**src/rtl/hazard_pkg.sv**
```systemverilog
// ============================================================================
// Module  : hazard_pkg
// Brief   : Shared Tnew/Tuse constants, record type and select-width helper.
// Revision: 1.0
// ============================================================================
`default_nettype none

package hazard_pkg;

    localparam int DEF_TW = 2;

    localparam logic [DEF_TW-1:0] T_ALU  = 2'd1;
    localparam logic [DEF_TW-1:0] T_LOAD = 2'd2;
    localparam logic [DEF_TW-1:0] T_PC   = 2'd0;

    localparam logic [DEF_TW-1:0] U_CMP   = 2'd0;
    localparam logic [DEF_TW-1:0] U_ALU   = 2'd1;
    localparam logic [DEF_TW-1:0] U_STORE = 2'd2;

    // Tnew is kept beside the record so its width can follow the TW parameter.
    typedef struct packed {
        logic       valid;
        logic       we;
        logic [4:0] a3;
    } rec_t;

    function automatic int sel_width(input int nstage);
        return $clog2(nstage + 1);
    endfunction

endpackage

`default_nettype wire

```
**src/rtl/hazard_match.sv**
```systemverilog
// ============================================================================
// Module  : hazard_match
// Brief   : Youngest-record priority search for one source register.
// Revision: 1.0
// ============================================================================
`default_nettype none

module hazard_match #(
    parameter int NREC = 3,
    parameter int BASE = 1,
    parameter int TW   = 2,
    parameter int SW   = 2
) (
    input  logic [NREC-1:0]    rec_valid,
    input  logic [NREC-1:0]    rec_we,
    input  logic [5*NREC-1:0]  rec_a3,
    input  logic [TW*NREC-1:0] rec_tnew,
    input  logic [4:0]         ra,
    output logic               hit,
    output logic [SW-1:0]      k,
    output logic [TW-1:0]      tnew
);

    // Scan oldest to youngest so the youngest hit overwrites any older one.
    always_comb begin
        hit  = 1'b0;
        k    = '0;
        tnew = '0;
        for (int i = NREC - 1; i >= 0; i--) begin
            if (rec_valid[i] && rec_we[i] && (rec_a3[5*i +: 5] == ra) && (ra != 5'd0)) begin
                hit  = 1'b1;
                k    = SW'(BASE + i);
                tnew = rec_tnew[TW*i +: TW];
            end
        end
    end

endmodule

`default_nettype wire

```
**src/rtl/hazard_scoreboard.sv**
```systemverilog
// ============================================================================
// Module  : hazard_scoreboard
// Brief   : In-flight write record file, decode stall and forwarding selects.
// Revision: 1.0
// ============================================================================
`default_nettype none

module hazard_scoreboard
    import hazard_pkg::*;
#(
    parameter int NSTAGE = 3,
    parameter int NREAD  = 2,
    parameter int TW     = DEF_TW,
    localparam int SW    = sel_width(NSTAGE)
) (
    input  logic                clk,
    input  logic                reset,
    input  logic                hold,
    input  logic                id_valid,
    input  logic                id_we,
    input  logic [4:0]          id_a3,
    input  logic [TW-1:0]       id_tnew,
    input  logic [NREAD-1:0]    id_rd_en,
    input  logic [5*NREAD-1:0]  id_ra,
    input  logic [TW*NREAD-1:0] id_tuse,
    output logic                stall,
    output logic [SW*NREAD-1:0] id_fwd_sel,
    output logic [SW*NREAD-1:0] ex_fwd_sel,
    output logic [31:0]         stall_cnt
);

    rec_t               r_rec  [1:NSTAGE];
    logic [TW-1:0]      r_tnew [1:NSTAGE];
    logic [5*NREAD-1:0] r_ra1;
    logic [31:0]        r_stall_cnt;

    logic [NSTAGE-1:0]    w_valid;
    logic [NSTAGE-1:0]    w_we;
    logic [5*NSTAGE-1:0]  w_a3;
    logic [TW*NSTAGE-1:0] w_tnew;
    logic [NREAD-1:0]     w_port_stall;
    logic                 w_stall;

    for (genvar s = 1; s <= NSTAGE; s++) begin : g_flat
        assign w_valid[s-1]         = r_rec[s].valid;
        assign w_we[s-1]            = r_rec[s].we;
        assign w_a3[5*(s-1) +: 5]   = r_rec[s].a3;
        assign w_tnew[TW*(s-1) +: TW] = r_tnew[s];
    end

    for (genvar p = 0; p < NREAD; p++) begin : g_port
        logic          w_id_hit;
        logic [SW-1:0] w_id_k;
        logic [TW-1:0] w_id_tnew;
        logic          w_ex_hit;
        logic [SW-1:0] w_ex_k;
        logic [TW-1:0] w_ex_tnew;

        hazard_match #(
            .NREC (NSTAGE),
            .BASE (1),
            .TW   (TW),
            .SW   (SW)
        ) u_id_match (
            .rec_valid (w_valid),
            .rec_we    (w_we),
            .rec_a3    (w_a3),
            .rec_tnew  (w_tnew),
            .ra        (id_ra[5*p +: 5]),
            .hit       (w_id_hit),
            .k         (w_id_k),
            .tnew      (w_id_tnew)
        );

        // The EX consumer never sees stage 1: that record is the consumer itself.
        hazard_match #(
            .NREC (NSTAGE - 1),
            .BASE (2),
            .TW   (TW),
            .SW   (SW)
        ) u_ex_match (
            .rec_valid (w_valid[NSTAGE-1:1]),
            .rec_we    (w_we[NSTAGE-1:1]),
            .rec_a3    (w_a3[5*NSTAGE-1:5]),
            .rec_tnew  (w_tnew[TW*NSTAGE-1:TW]),
            .ra        (r_ra1[5*p +: 5]),
            .hit       (w_ex_hit),
            .k         (w_ex_k),
            .tnew      (w_ex_tnew)
        );

        assign w_port_stall[p] = w_id_hit && id_rd_en[p] && (w_id_tnew > id_tuse[TW*p +: TW]);
        assign id_fwd_sel[SW*p +: SW] = (w_id_hit && (w_id_tnew == '0)) ? w_id_k : '0;
        assign ex_fwd_sel[SW*p +: SW] =
            (r_rec[1].valid && w_ex_hit && (w_ex_tnew == '0)) ? w_ex_k : '0;
    end

    assign w_stall   = id_valid && (|w_port_stall);
    assign stall     = w_stall;
    assign stall_cnt = r_stall_cnt;

    always_ff @(posedge clk) begin
        if (reset) begin
            for (int s = 1; s <= NSTAGE; s++) begin
                r_rec[s]  <= '0;
                r_tnew[s] <= '0;
            end
            r_ra1       <= '0;
            r_stall_cnt <= '0;
        end else if (!hold) begin
            if (w_stall) begin
                r_stall_cnt <= r_stall_cnt + 32'd1;
            end
            for (int s = NSTAGE; s >= 2; s--) begin
                r_rec[s]  <= r_rec[s-1];
                r_tnew[s] <= (r_tnew[s-1] == '0) ? '0 : r_tnew[s-1] - 1'b1;
            end
            if (id_valid && !w_stall) begin
                r_rec[1]  <= '{valid: 1'b1, we: id_we, a3: id_a3};
                r_tnew[1] <= id_tnew;
                r_ra1     <= id_ra;
            end else begin
                r_rec[1]  <= '0;
                r_tnew[1] <= '0;
                r_ra1     <= '0;
            end
        end
    end

endmodule

`default_nettype wire

```
**config.mk**
```make
export PLATFORM = sky130hd
export DESIGN_NAME = hazard_scoreboard
export DESIGN_NICKNAME = d
export VERILOG_FILES = /design/src/rtl/hazard_pkg.sv /design/src/rtl/hazard_match.sv /design/src/rtl/hazard_scoreboard.sv
export SDC_FILE = /design/constraint.sdc
export NUM_CORES = 1
export LEC_CHECK = 0
export BUFFER_PORTS_ARGS = -buffer_cell sky130_fd_sc_hd__buf_2
export CAP_MARGIN = 20
export CORE_MARGIN = 10
export CORE_UTILIZATION = 50
export CTS_CLUSTER_DIAMETER = 200
export DETAILED_ROUTE_END_ITERATION = 8
export PLACE_DENSITY = 0.71
export SLEW_MARGIN = 15
export SYNTH_ARGS = -nofsm -noshare
export SYNTH_HDL_FRONTEND = slang
export SYNTH_SLANG_ARGS = --single-unit
```
**constraint.sdc**
```tcl
create_clock -name clk -period 7.64 [get_ports clk]
set_clock_uncertainty 0.15 [all_clocks]
set_input_delay 1.528 -clock clk [delete_from_list [all_inputs] [get_ports clk]]
set_output_delay 1.528 -clock clk [all_outputs]
set_load 0.02 [all_outputs]
```
==> metrics.txt <==
Post-CTS Setup Inserts=0; Die Span Y=107.9 µm; RR Startpoint=r_rec[0][25]; first-pass GRT wire length=16020 µm; critical path launch point type=input pin; TritonRoute pass-1 iters=4; YS warnings=0; Post-synth EDFFs=27; crit-path max cell delay=0.56 ns; P&R area growth vs syn=14.47%; number of gates resized after cts=0; GRT Util Overall=0.1691; die width=107.9 µm; slew margin rel.=0.3220; post-synth top area share=0.2175; num rows=32; critical path's slowest cell=or4_1; Die ar.=11650 µm²; fraction of registers with async set/reset=0; Syn Inst Count=414; final period utilization=0.7827; H-tree depth=3; Hold/Removal Path Class=reg -> reg; Core Region=7607 µm²; hold depth=2; sequential area share after synthesis=0.4273; routed vias=3293; GPL Wtd Cong=0.9550; Sink Count=69; CP Max Fanout=6; I/O Buffers=68; syn nets=449; f_max=167.2 MHz; ant diodes=0; top cells by area, synth=dfxtp_1, edfxtp_1, xnor2_1; Avg Inst Size Synth=9.336 µm²; Avg Vias per Cell=5.687; ys flop type=dfxtp_1; VDD IR max=0.0001143 V; CTS buffer count=9; power per cell area=173.6 nW/µm²; pins over their slew limit=0; Hold Buf Count CTS=0; Cell variety after synth=46; Clock Path Buffers=2; largest net degree at the start of global routing=39; RSZ-0062 raised after global routing=no; worst path cell trace=buf_2 -> or4_1 -> nor2_2 -> nor4_2 -> nor2b_1 -> a22oi_1 -> o21ai_0 -> ha_1 -> nand2_1 -> nand2_1 -> nor2_1 -> o31a_2 -> nor2_1 -> nor2b_1 -> buf_2; Lkg Pwr=1.645 nW; 1st-iter DRT viols=159; Initial Utilization=0.5081; CP startpoint=id_ra[6]; Reg area=1652 µm²; final non-filler cell total=579; DRC=0; hold path startpoint=stall_cnt[31]; Hold Vio Cnt, Final=0; area leader, netlist=dfxtp_1; outcome=completed; DR WL/cell=16.87 µm; hold path endpoint=stall_cnt[31]; Synth Register Bits=69; CTS tree=yes; setup TNS=0 ns; CTS root buf=clkbuf_8; Routed Antenna Nets=0; Overflow after GRT=0; Final Net Count=507; post-DP HPWL=7290 µm; share of layout cells above drive strength 1=0.2013; CP Capture Type=primary output; vias in the first global route=3323; Clock transition at path regs=0.09 ns; reg2reg end=stall_cnt[31]; R2R setup slack=3.53 ns; max_cap viols=0; Multi-input gate area=2064 µm²; required time of the critical path=5.96 ns; Fill cells=700; r2r worst-path depth=14; clock latency on the worst-skew pair=0.34 ns; Tmin final=5.980 ns; Post-Syn Area=3865 µm²; Critical Setup Path Class=in -> out; final-report setup violation count=0; antenna violations before repair=0; Placed Cells=563; number of I/O pins=69; Worst Path Arrival=4.30 ns; actual slew at the worst max-slew pin=1.016 ns; Detailed Route WL=9765 µm
==> cell usage in the layout, fill, tap and decap left out, types with 2 or more instances in the layout <==
cell type  netlist  layout
dfxtp_1         42      42
edfxtp_1        27      27
nand2_1         26      26
o21ai_1          8       8
nor4_2           4       4
inv_1           13      13
nor2_1          21      21
or4b_1           2       2
a21oi_1         33      33
or3_1           21      21
nor4_1          12      12
nand3_1          9       9
o21ai_0         16      16
nor3b_1          2       2
buf_2            2      68
nand4_1         16      16
or4_1            9       9
a22o_1          10      10
xnor2_1         40      40
a221oi_1         2       2
o31ai_1          5       5
xor2_1          13      13
inv_6            0       2
clkinv_2         0       2
nor2b_1          5       5
nor2_2           2       2
ha_1             7       7
and2_1          23      23
clkbuf_8         0       9
a22oi_1          3       3
and3_1           8       8
==> how the worst max path moves through the flow <==
stage	end	slack, ns	cells after the start
2_1_floorplan	stall	2.05	13
3_3_place_gp	stall	1.85	15
3_5_place_dp	stall	1.73	15
4_1_cts	stall	1.73	15
5_1_grt	stall	1.51	15
6_report	stall	1.66	15
==> sequential cells by signal, summed over array words and instances, names as in the netlist <==
signal	flops
r_tnew	6
r_ra1	10
stall_cnt	32
r_rec	21
==> area by class of cell <==
type,instances,share of cell area
Multi-Input combinational cell,311,0.4666
Sequential cell,69,0.3733
Timing Repair Buffer,68,0.07692
Clock buffer,10,0.03365
Tap cell,102,0.02885
Inverter,13,0.01103
Clock inverter,6,0.009615
==> synthesized netlist by cell type (2+ instances only) <==
master,count
o31ai_1,5
and3_1,8
nor4_2,4
dfxtp_1,42
buf_1,2
nand2_1,26
a21oi_1,33
o21ai_0,16
nor4_1,12
xnor2_1,40
edfxtp_1,27
or3_1,21
clkbuf_1,14
or4b_1,2
a22o_1,10
nor3b_1,2
inv_1,13
o21ai_1,8
nor2_1,21
and2_1,23
a221oi_1,2
a22oi_1,3
ha_1,7
buf_6,2
nand3_1,9
nor2_2,2
buf_2,2
nand4_1,16
xor2_1,13
or4_1,9
nor2b_1,5
==> stage by stage <==
step	cell area [µm²]	power [mW]	hold slack (ns)	util	setup WS, ns
after global routing	4424	0.7974	0.3757	0.5816	1.505
final	4424	0.7681	0.3483	0.5816	1.660
after detailed placement	4233	0.4841	0.3321	0.5564	1.734
after global placement	4233	0.4813	0.3096	0.5564	1.851
after CTS	4424	0.7722	0.3460	0.5816	1.729
after floorplan	3865	0.4595	0.3744	-	2.050
==> critical path, delay by kind of cell <==
family / cells / cell delay, ns
compound gates: 3 / 0.67
fa+ha+maj: 1 / 0.32
buf+inv: 2 / 0.32
simple gates: 9 / 1.46
==> layer usage <==
metal | vias to the layer above | part of all wire | wire (µm) | track usage
met5 | - | 0 | 0 | 0
met3 | 14 | 0.067 | 654 | 0.05329
met1 | 1554 | 0.46 | 4489 | 0.2207
li1 | 1623 | - | - | -
met4 | 0 | 0.013 | 126 | 0.05248
met2 | 102 | 0.46 | 4494 | 0.2611
==> where the power goes <==
part | switching [mW] | leakage (nW) | internal [mW]
sequential | 0.0164 | 0.639 | 0.394
combinational | 0.0353 | 0.903 | 0.0303
clock | 0.152 | 0.102 | 0.140
total | 0.204 | 1.64 | 0.564
==> cell families (layout without fill, tap and decap cells) <==
kind of cell	count (synthesis)	in the layout	share of synthesized area
xor gates and xnor gates	53	53	0.1201
adders and majority gates	7	7	0.02266
AOI/OAI and AO/OA	84	84	0.1402
muxes	1	1	0.002590
DFF	69	69	0.4273
and+or+nand+nor	166	166	0.2486
buffers and inverters	34	97	0.03853
No activity file was read; power rests on OpenSTA's default activity.
